### src/rtl/expr_tx.sv
// Expression character-stream transmitter: serializes digit (op digit)* as ASCII over valid/ready.
// Optional request checking (n range, digits <= 9) is enabled by defining EXPR_TX_CHECK_EN.
module expr_tx #(
    parameter int unsigned MAXN = 8
) (
    input  logic                    clk,
    input  logic                    clr,
    input  logic                    start,
    input  logic [3:0]              n,
    input  logic [4*MAXN-1:0]       digits,
    input  logic [2*(MAXN-1)-1:0]   ops,
    input  logic                    out_ready,
    output logic                    out_valid,
    output logic [7:0]              out_data,
    output logic                    out_last,
    output logic                    busy,
    output logic                    done,
    output logic                    err
);

    localparam logic [1:0] StIdle  = 2'd0;
    localparam logic [1:0] StDigit = 2'd1;
    localparam logic [1:0] StOp    = 2'd2;

    localparam logic [4:0] MaxnW = 5'(MAXN);

    logic [1:0]              state_q, state_d;
    logic [3:0]              k_q, k_d;
    logic [3:0]              n_q, n_d;
    logic [4*MAXN-1:0]       digits_q, digits_d;
    logic [2*(MAXN-1)-1:0]   ops_q, ops_d;
    logic                    done_q, done_d;

    logic [3:0] digit_cur;
    logic [1:0] op_cur;
    logic       n_ok;
    logic       req_ok;
    logic       accept;
    logic       xfer;
    logic       is_last;

    // Operand/operator selection by the current index into the latched request.
    always_comb begin
        digit_cur = 4'd0;
        op_cur    = 2'd0;
        for (int i = 0; i < MAXN; i++) begin
            if (k_q == 4'(i)) digit_cur = digits_q[4*i +: 4];
        end
        for (int i = 0; i < MAXN - 1; i++) begin
            if (k_q == 4'(i)) op_cur = ops_q[2*i +: 2];
        end
    end

    assign n_ok = (n != 4'd0) && ({1'b0, n} <= MaxnW);

`ifdef EXPR_TX_CHECK_EN
    logic digits_ok;
    logic err_q, err_d;

    always_comb begin
        digits_ok = 1'b1;
        for (int i = 0; i < MAXN; i++) begin
            if ((4'(i) < n) && (digits[4*i +: 4] > 4'd9)) digits_ok = 1'b0;
        end
    end

    assign req_ok = n_ok && digits_ok;

    always_comb begin
        err_d = 1'b0;
        if ((state_q == StIdle) && start && !req_ok) err_d = 1'b1;
    end

    always_ff @(posedge clk) begin
        if (clr) err_q <= 1'b0;
        else     err_q <= err_d;
    end

    assign err = err_q;
`else
    assign req_ok = n_ok;
    assign err    = 1'b0;
`endif

    assign accept  = (state_q == StIdle) && start && req_ok;
    assign xfer    = out_valid && out_ready;
    assign is_last = (k_q == n_q - 4'd1);

    always_comb begin
        state_d  = state_q;
        k_d      = k_q;
        n_d      = n_q;
        digits_d = digits_q;
        ops_d    = ops_q;
        done_d   = 1'b0;
        case (state_q)
            StIdle: begin
                if (accept) begin
                    n_d      = n;
                    digits_d = digits;
                    ops_d    = ops;
                    k_d      = 4'd0;
                    state_d  = StDigit;
                end
            end
            StDigit: begin
                if (xfer) begin
                    if (is_last) begin
                        state_d = StIdle;
                        k_d     = 4'd0;
                        done_d  = 1'b1;
                    end else begin
                        state_d = StOp;
                    end
                end
            end
            StOp: begin
                if (xfer) begin
                    k_d     = k_q + 4'd1;
                    state_d = StDigit;
                end
            end
            default: state_d = StIdle;
        endcase
    end

    always_ff @(posedge clk) begin
        if (clr) begin
            state_q  <= StIdle;
            k_q      <= 4'd0;
            n_q      <= 4'd0;
            digits_q <= '0;
            ops_q    <= '0;
            done_q   <= 1'b0;
        end else begin
            state_q  <= state_d;
            k_q      <= k_d;
            n_q      <= n_d;
            digits_q <= digits_d;
            ops_q    <= ops_d;
            done_q   <= done_d;
        end
    end

    always_comb begin
        out_data = 8'h00;
        case (state_q)
            StDigit: out_data = 8'h30 + {4'd0, digit_cur};
            StOp: begin
                case (op_cur)
                    2'b00:   out_data = 8'h2B;
                    2'b01:   out_data = 8'h2D;
                    2'b10:   out_data = 8'h2A;
                    default: out_data = 8'h2F;
                endcase
            end
            default: out_data = 8'h00;
        endcase
    end

    assign out_valid = (state_q == StDigit) || (state_q == StOp);
    assign out_last  = (state_q == StDigit) && is_last;
    assign busy      = out_valid;
    assign done      = done_q;

endmodule

### config.mk
export PLATFORM = sky130hd
export DESIGN_NAME = expr_tx
export DESIGN_NICKNAME = d
export VERILOG_FILES = /design/src/rtl/expr_tx.sv
export SDC_FILE = /design/constraint.sdc
export NUM_CORES = 1
export LEC_CHECK = 0
export CORE_MARGIN = 2
export CORE_UTILIZATION = 50
export DETAILED_ROUTE_END_ITERATION = 12
export HOLD_SLACK_MARGIN = 0.08
export PLACE_DENSITY = 0.87
export SLEW_MARGIN = 25
export SYNTH_ARGS = -nofsm -noshare
export SYNTH_HDL_FRONTEND = slang
export SYNTH_SLANG_ARGS = --single-unit
export TNS_END_PERCENT = 30
### constraint.sdc
create_clock -name clk -period 4.8 [get_ports clk]
set_input_delay 0.96 -clock clk [delete_from_list [all_inputs] [get_ports clk]]
set_output_delay 0.96 -clock clk [all_outputs]
set_load 0.005 [all_outputs]
# [Word-level counts from Yosys, hierarchy flattened]
# Index checks and enable logic that the tools add are counted.
[word_totals] out_inout_bits=13 in_bits=54 wordCells=71 reg_bits=57
[op_classes] n_reduce_logical=15 order_cmp=1 n_eq_ne=16 n_mux=28 add_sub_neg=3 n_bitwise=2
[ops] operator="4-bit two-way mux" n=12
[ops] operator="2-bit two-way mux" n=11
[ops] operator="4-bit by 3-bit equality test with 1-bit output (second input constant)" n=4
[ops] operator="7-bit one-hot mux with 2 select lines" n=1
[ops] operator="4-bit one-hot mux with 3 select lines" n=1
[ops] operator="3-bit one-hot mux with 3 select lines" n=1
[ops] operator="4-bit by 2-bit equality test with 1-bit output (second input constant)" n=2
[ops] operator="2-bit inequality test (second input constant)" n=4
[ops] operator="6-bit by 4-bit adder with 7-bit output (first input constant)" n=1
[ops] operator="2-bit one-hot mux with 3 select lines" n=1
[ops] operator="1-bit logical AND" n=5
[ops] operator="5-bit AND reduction" n=1
[ops] operator="4-bit by 1-bit adder with 4-bit output (second input constant)" n=1
[ops] operator="2-bit by 1-bit equality test with 1-bit output (second input constant)" n=2
[ops] operator="2-bit equality test (second input constant)" n=2
[ops] operator="4-bit by 1-bit equality test with 1-bit output (second input constant)" n=1
[ops] operator="4-bit equality test" n=1
[ops] operator="4-bit <= comparator (second input constant)" n=1
[ops] operator="2-bit zero test" n=2
[ops] operator="4-bit zero test" n=1
[ops] operator="4-bit nonzero test" n=1
[ops] operator="4-bit by 1-bit subtractor with 4-bit output (second input constant)" n=1
[ops] operator="3-bit AND reduction" n=1
[ops] operator="3-bit nonzero test" n=1
[ops] operator="5 further kinds" n=6

# [Longest topological paths before layout]
[logic_depth] word_depth=11 depth_mapped=9 ltp_nobuf=7

# [Worst setup path after synthesis]
# OpenSTA, ideal clock, no wires.
[synth_path] path_type="flip-flop to output port" start="register k_q[1]" end="output out_data[0]" required_time_ps=3840 path_stages_with_launch=8 setup_slack_ps=1954 arrival_time_ps=1886 path_buffers=2 path_cell_list="dfxtp_1 inv_1 ha_1 clkbuf_1 clkbuf_1 a2111oi_0 o32ai_1 a32o_1"
[synth_via] elab_chain_len=11 elab_cells_between_ends=29 classes_between="add/sub: 1; eq/ne: 9; mux: 17; reduce/logical: 2"
[synth_lines] element="from (decl)" line="28" rtl="logic [3:0] k_q, k_d;"
[synth_lines] element="from (signal assigned)" line="137" rtl="k_q <= k_d;"
[synth_lines] element="4-bit zero test" line="47, 50"
[synth_lines] element="4-bit two-way mux or 2-bit two-way mux (tied branches) (7 in a row)" line="47, 50"
[synth_lines] element="4-bit two-way mux, or another cell as far along" line="47" rtl="if (k_q == 4'(i)) digit_cur = digits_q[4*i +: 4];"
[synth_lines] element="6-bit by 4-bit adder with 7-bit output or 3-bit one-hot mux with 3 select lines (tied branches)" line="148, 150"
[synth_lines] element="7-bit one-hot mux with 2 select lines *" line="147" rtl="case (state_q)"
[synth_lines] element="to (decl)" line="14" rtl="output logic [7:0] out_data,"
# Every way passes the cells marked *; elsewhere a longest branch is shown, timed or not.

# [Worst setup path in the final report]
[layout_path] start="register k_q[0]" end="output out_data[1]"
# Same word-level chain as after synthesis.

==> summary.md <==
| Metric | Value |
|---|---|
| Status | finished clean |
| CTS Buf Count | 9 |
| Final non-filler cell area | roughly 3600 um^2 |
| Data required time of the worst path | 3840 ps |
| Type of the worst setup path | flip-flop to primary output |
| Top-count cell post-synth | nand2_1 |
| Cell count after synthesis | 390 |
| Count of final max-slew check failures | 0 |
| Final setup fails | 0 |
| Syn-to-layout area delta | 26.1% |
| Detailed Place HPWL | 4.86 mm |
| Max-cap viol count | 0 |
| Post-Layout Cell Count | approximately 510 |
| Power Total | between 1 and 1.5 mW |
| Maximum vdd drop | approximately 0.18 mV |
| Skew-Pair Late Insertion Delay | between 300 and 400 ps |
| Hold buffers post-CTS | 0 |
| Dpl cells | approximately 500 |
| Starting DRT DRC Count | approximately 240 |
| Cell area power density | roughly 360 nW/um^2 |
| Antenna violations before repair | 0 |
| # rows | 27 |
| #FFs+latches synth | 57 |
| Slew @ Worst Pin | 997 ps |
| Antenna-violating nets left | 0 |
| Cts repair resizes | 0 |
| Initial core utilization | around 52% |
| IO Count | 67 |
| First-pass GRT wire length | 11.4 mm |
| RSZ-0062 raised after global routing | no |
| Die height | approximately 80 um |
| Largest cells by area after synthesis | dfxtp_1, nand2_1, a21oi_1 |
| Placed cell area | approximately 3500 um^2 |
| Placer Congestion | ~0.88 |
| CTS Buffer Depth | 2 |
| GRT Resource Usage Total | 22.8% |
| Vias | ~2800 |
| Ys flop type | dfxtp_1 |
| GRT overflow | 0 |
| H-tree depth | 3 |
| Post-synth EDFFs | 0 |
| Avg Vias per Cell | about 5.5 |
| Crit path launch type | flip-flop |
| Die Area | roughly 6400 um^2 |
| Die X | 80.0 um |
| Period utilization | about 81% |
| # diodes | 0 |
| Buffers on Ports | 63 |
| TNS Setup | 0 ps |
| Largest net degree at the start of global routing | 58 |
| Filler Cell Count | between 400 and 500 |
| Yosys warnings | 0 |
| Drt total wl | ~7.0 mm |
| Worst Hold Class | flip-flop to flip-flop |
| Clk sinks | 57 |
| Fin Hold WS | around 460 ps |
| Layout cells sized above 1 | around 4.8% |
| Final hold vios | 0 |
| Tmin final | 3910 ps |
| Core area | approximately 5500 um^2 |
| Util after Layout | between 60% and 70% |
| Arrival time worst endpoint | 2950 ps |
| Nets@finish | 500 |
| P_leak | between 1 and 1.5 nW |
| Synth area leader | dfxtp_1 |
| DRC | 0 |
| Setup ws final | a little under 900 ps |
| Postcts setup bufs | 0 |
| Mapped Avg Cell Area | between 7 and 8 um^2 |
| Worst slack, placed | between 1000 and 1500 ps |
| Slew margin rel. | about a third |
| Share of the synthesized area in the top cell type | 39.5% |
| Wire per inst | between 10 and 15 um |
| Number of global-route vias before repair | 2486 |
| Setup crit end kind | primary output |
| Max frequency | between 0.2 and 0.3 GHz |
| CTS tree | yes |
| Register area share after synthesis | 39.5% |
| Share of flip-flops with an asynchronous set or reset | 0% |
| Worst-path clk slew | roughly 60 ps |
| Root Buffer | clkbuf_8 |
| Top cells by count, synth | nand2_1, a21oi_1, dfxtp_1 |
| Synth Cell Area | a little under 3000 um^2 |
| Synth cell types | 46 |
| TritonRoute pass-1 iters | 5 |
| Post-Route Skew | a little over 9 ps |
| Worst Path Max Fanout | 25 |
area by class of cell:
type	count	area [um^2]	share of cell area, %
clock buffer	12	135	3.71
multi-input combinational	290	1560	42.9
timing repair buffer	65	641	17.6
sequential	57	1140	31.3
clock inverter	4	20.0	0.550
inverter	14	52.6	1.44
tap	72	90.1	2.47
cell families (layout without fill, tap and decap cells):
group / Yosys count / in the layout / synth area share [%]
compound gates: 103 / 103 / 21.1
xor+xnor: 6 / 6 / 2.08
fa+ha+maj: 9 / 9 / 3.90
buf+inv: 45 / 95 / 6.76
flops: 57 / 57 / 39.5
mux: 2 / 2 / 0.693
other cells: 1 / 3 / 0.130
simple gates: 167 / 167 / 25.8
per-layer routing:
metal | wire length, um | track usage (%)
met1 | 3120 | 28.7
met2 | 3290 | 36.8
met3 | 404 | 6.45
met4 | 138 | 8.81
met5 | 0 | 0
state kept, by name (all words and copies together) (netlist names):
signal and count:
done 1, ops_q 14, digits_q 32, k_q 4, n_q 4, state_q 2
critical path: stages (launching register included):
cell and delay (ps):
dfxtp_1 370, inv_1 140, ha_1 680, nor2b_1 150, a311oi_1 260, o21ai_0 120, nor2b_1 140, o22ai_1 210
clkdlybuf4s50_1 550
placed cells by master, fill, tap and decap left out, types with 3 or more instances in the layout:
master           synthesis  routed
nand2_1                118     118
a21oi_1                 67      67
clkdlybuf4s50_1          0      62
dfxtp_1                 57      57
inv_1                   14      14
o21ai_0                 10      10
ha_1                     9       9
clkbuf_8                 0       9
nand3b_1                 8       8
nor2_1                   9       8
nor2b_1                  5       5
nand3_1                  5       5
xnor2_1                  5       5
nor3b_1                  4       4
or4_1                    4       4
clkinv_2                 0       4
a221oi_1                 3       3
nor4_1                   3       3
conb_1                   1       3
clkbuf_1                25       3
power breakdown:
part | leakage (nW) | internal, mW | total [mW] | switching, mW
clock network | 0.0839 | 0.184 | 0.359 | 0.175
logic | 0.709 | 0.185 | 0.395 | 0.211
registers | 0.465 | 0.526 | 0.564 | 0.0380
worst paths after layout:
kind	cells past startpoint	slack, ps	start	end
worst min-delay path	2	460	digits_q[19]	digits_q[19]
worst max register to register	5	2610	k_q[2]	k_q[3]
worst min register to register	2	460	digits_q[19]	digits_q[19]
worst max-delay path	8	890	k_q[0]	out_data[1]
Note: power is estimated with default switching activity, not from simulation.
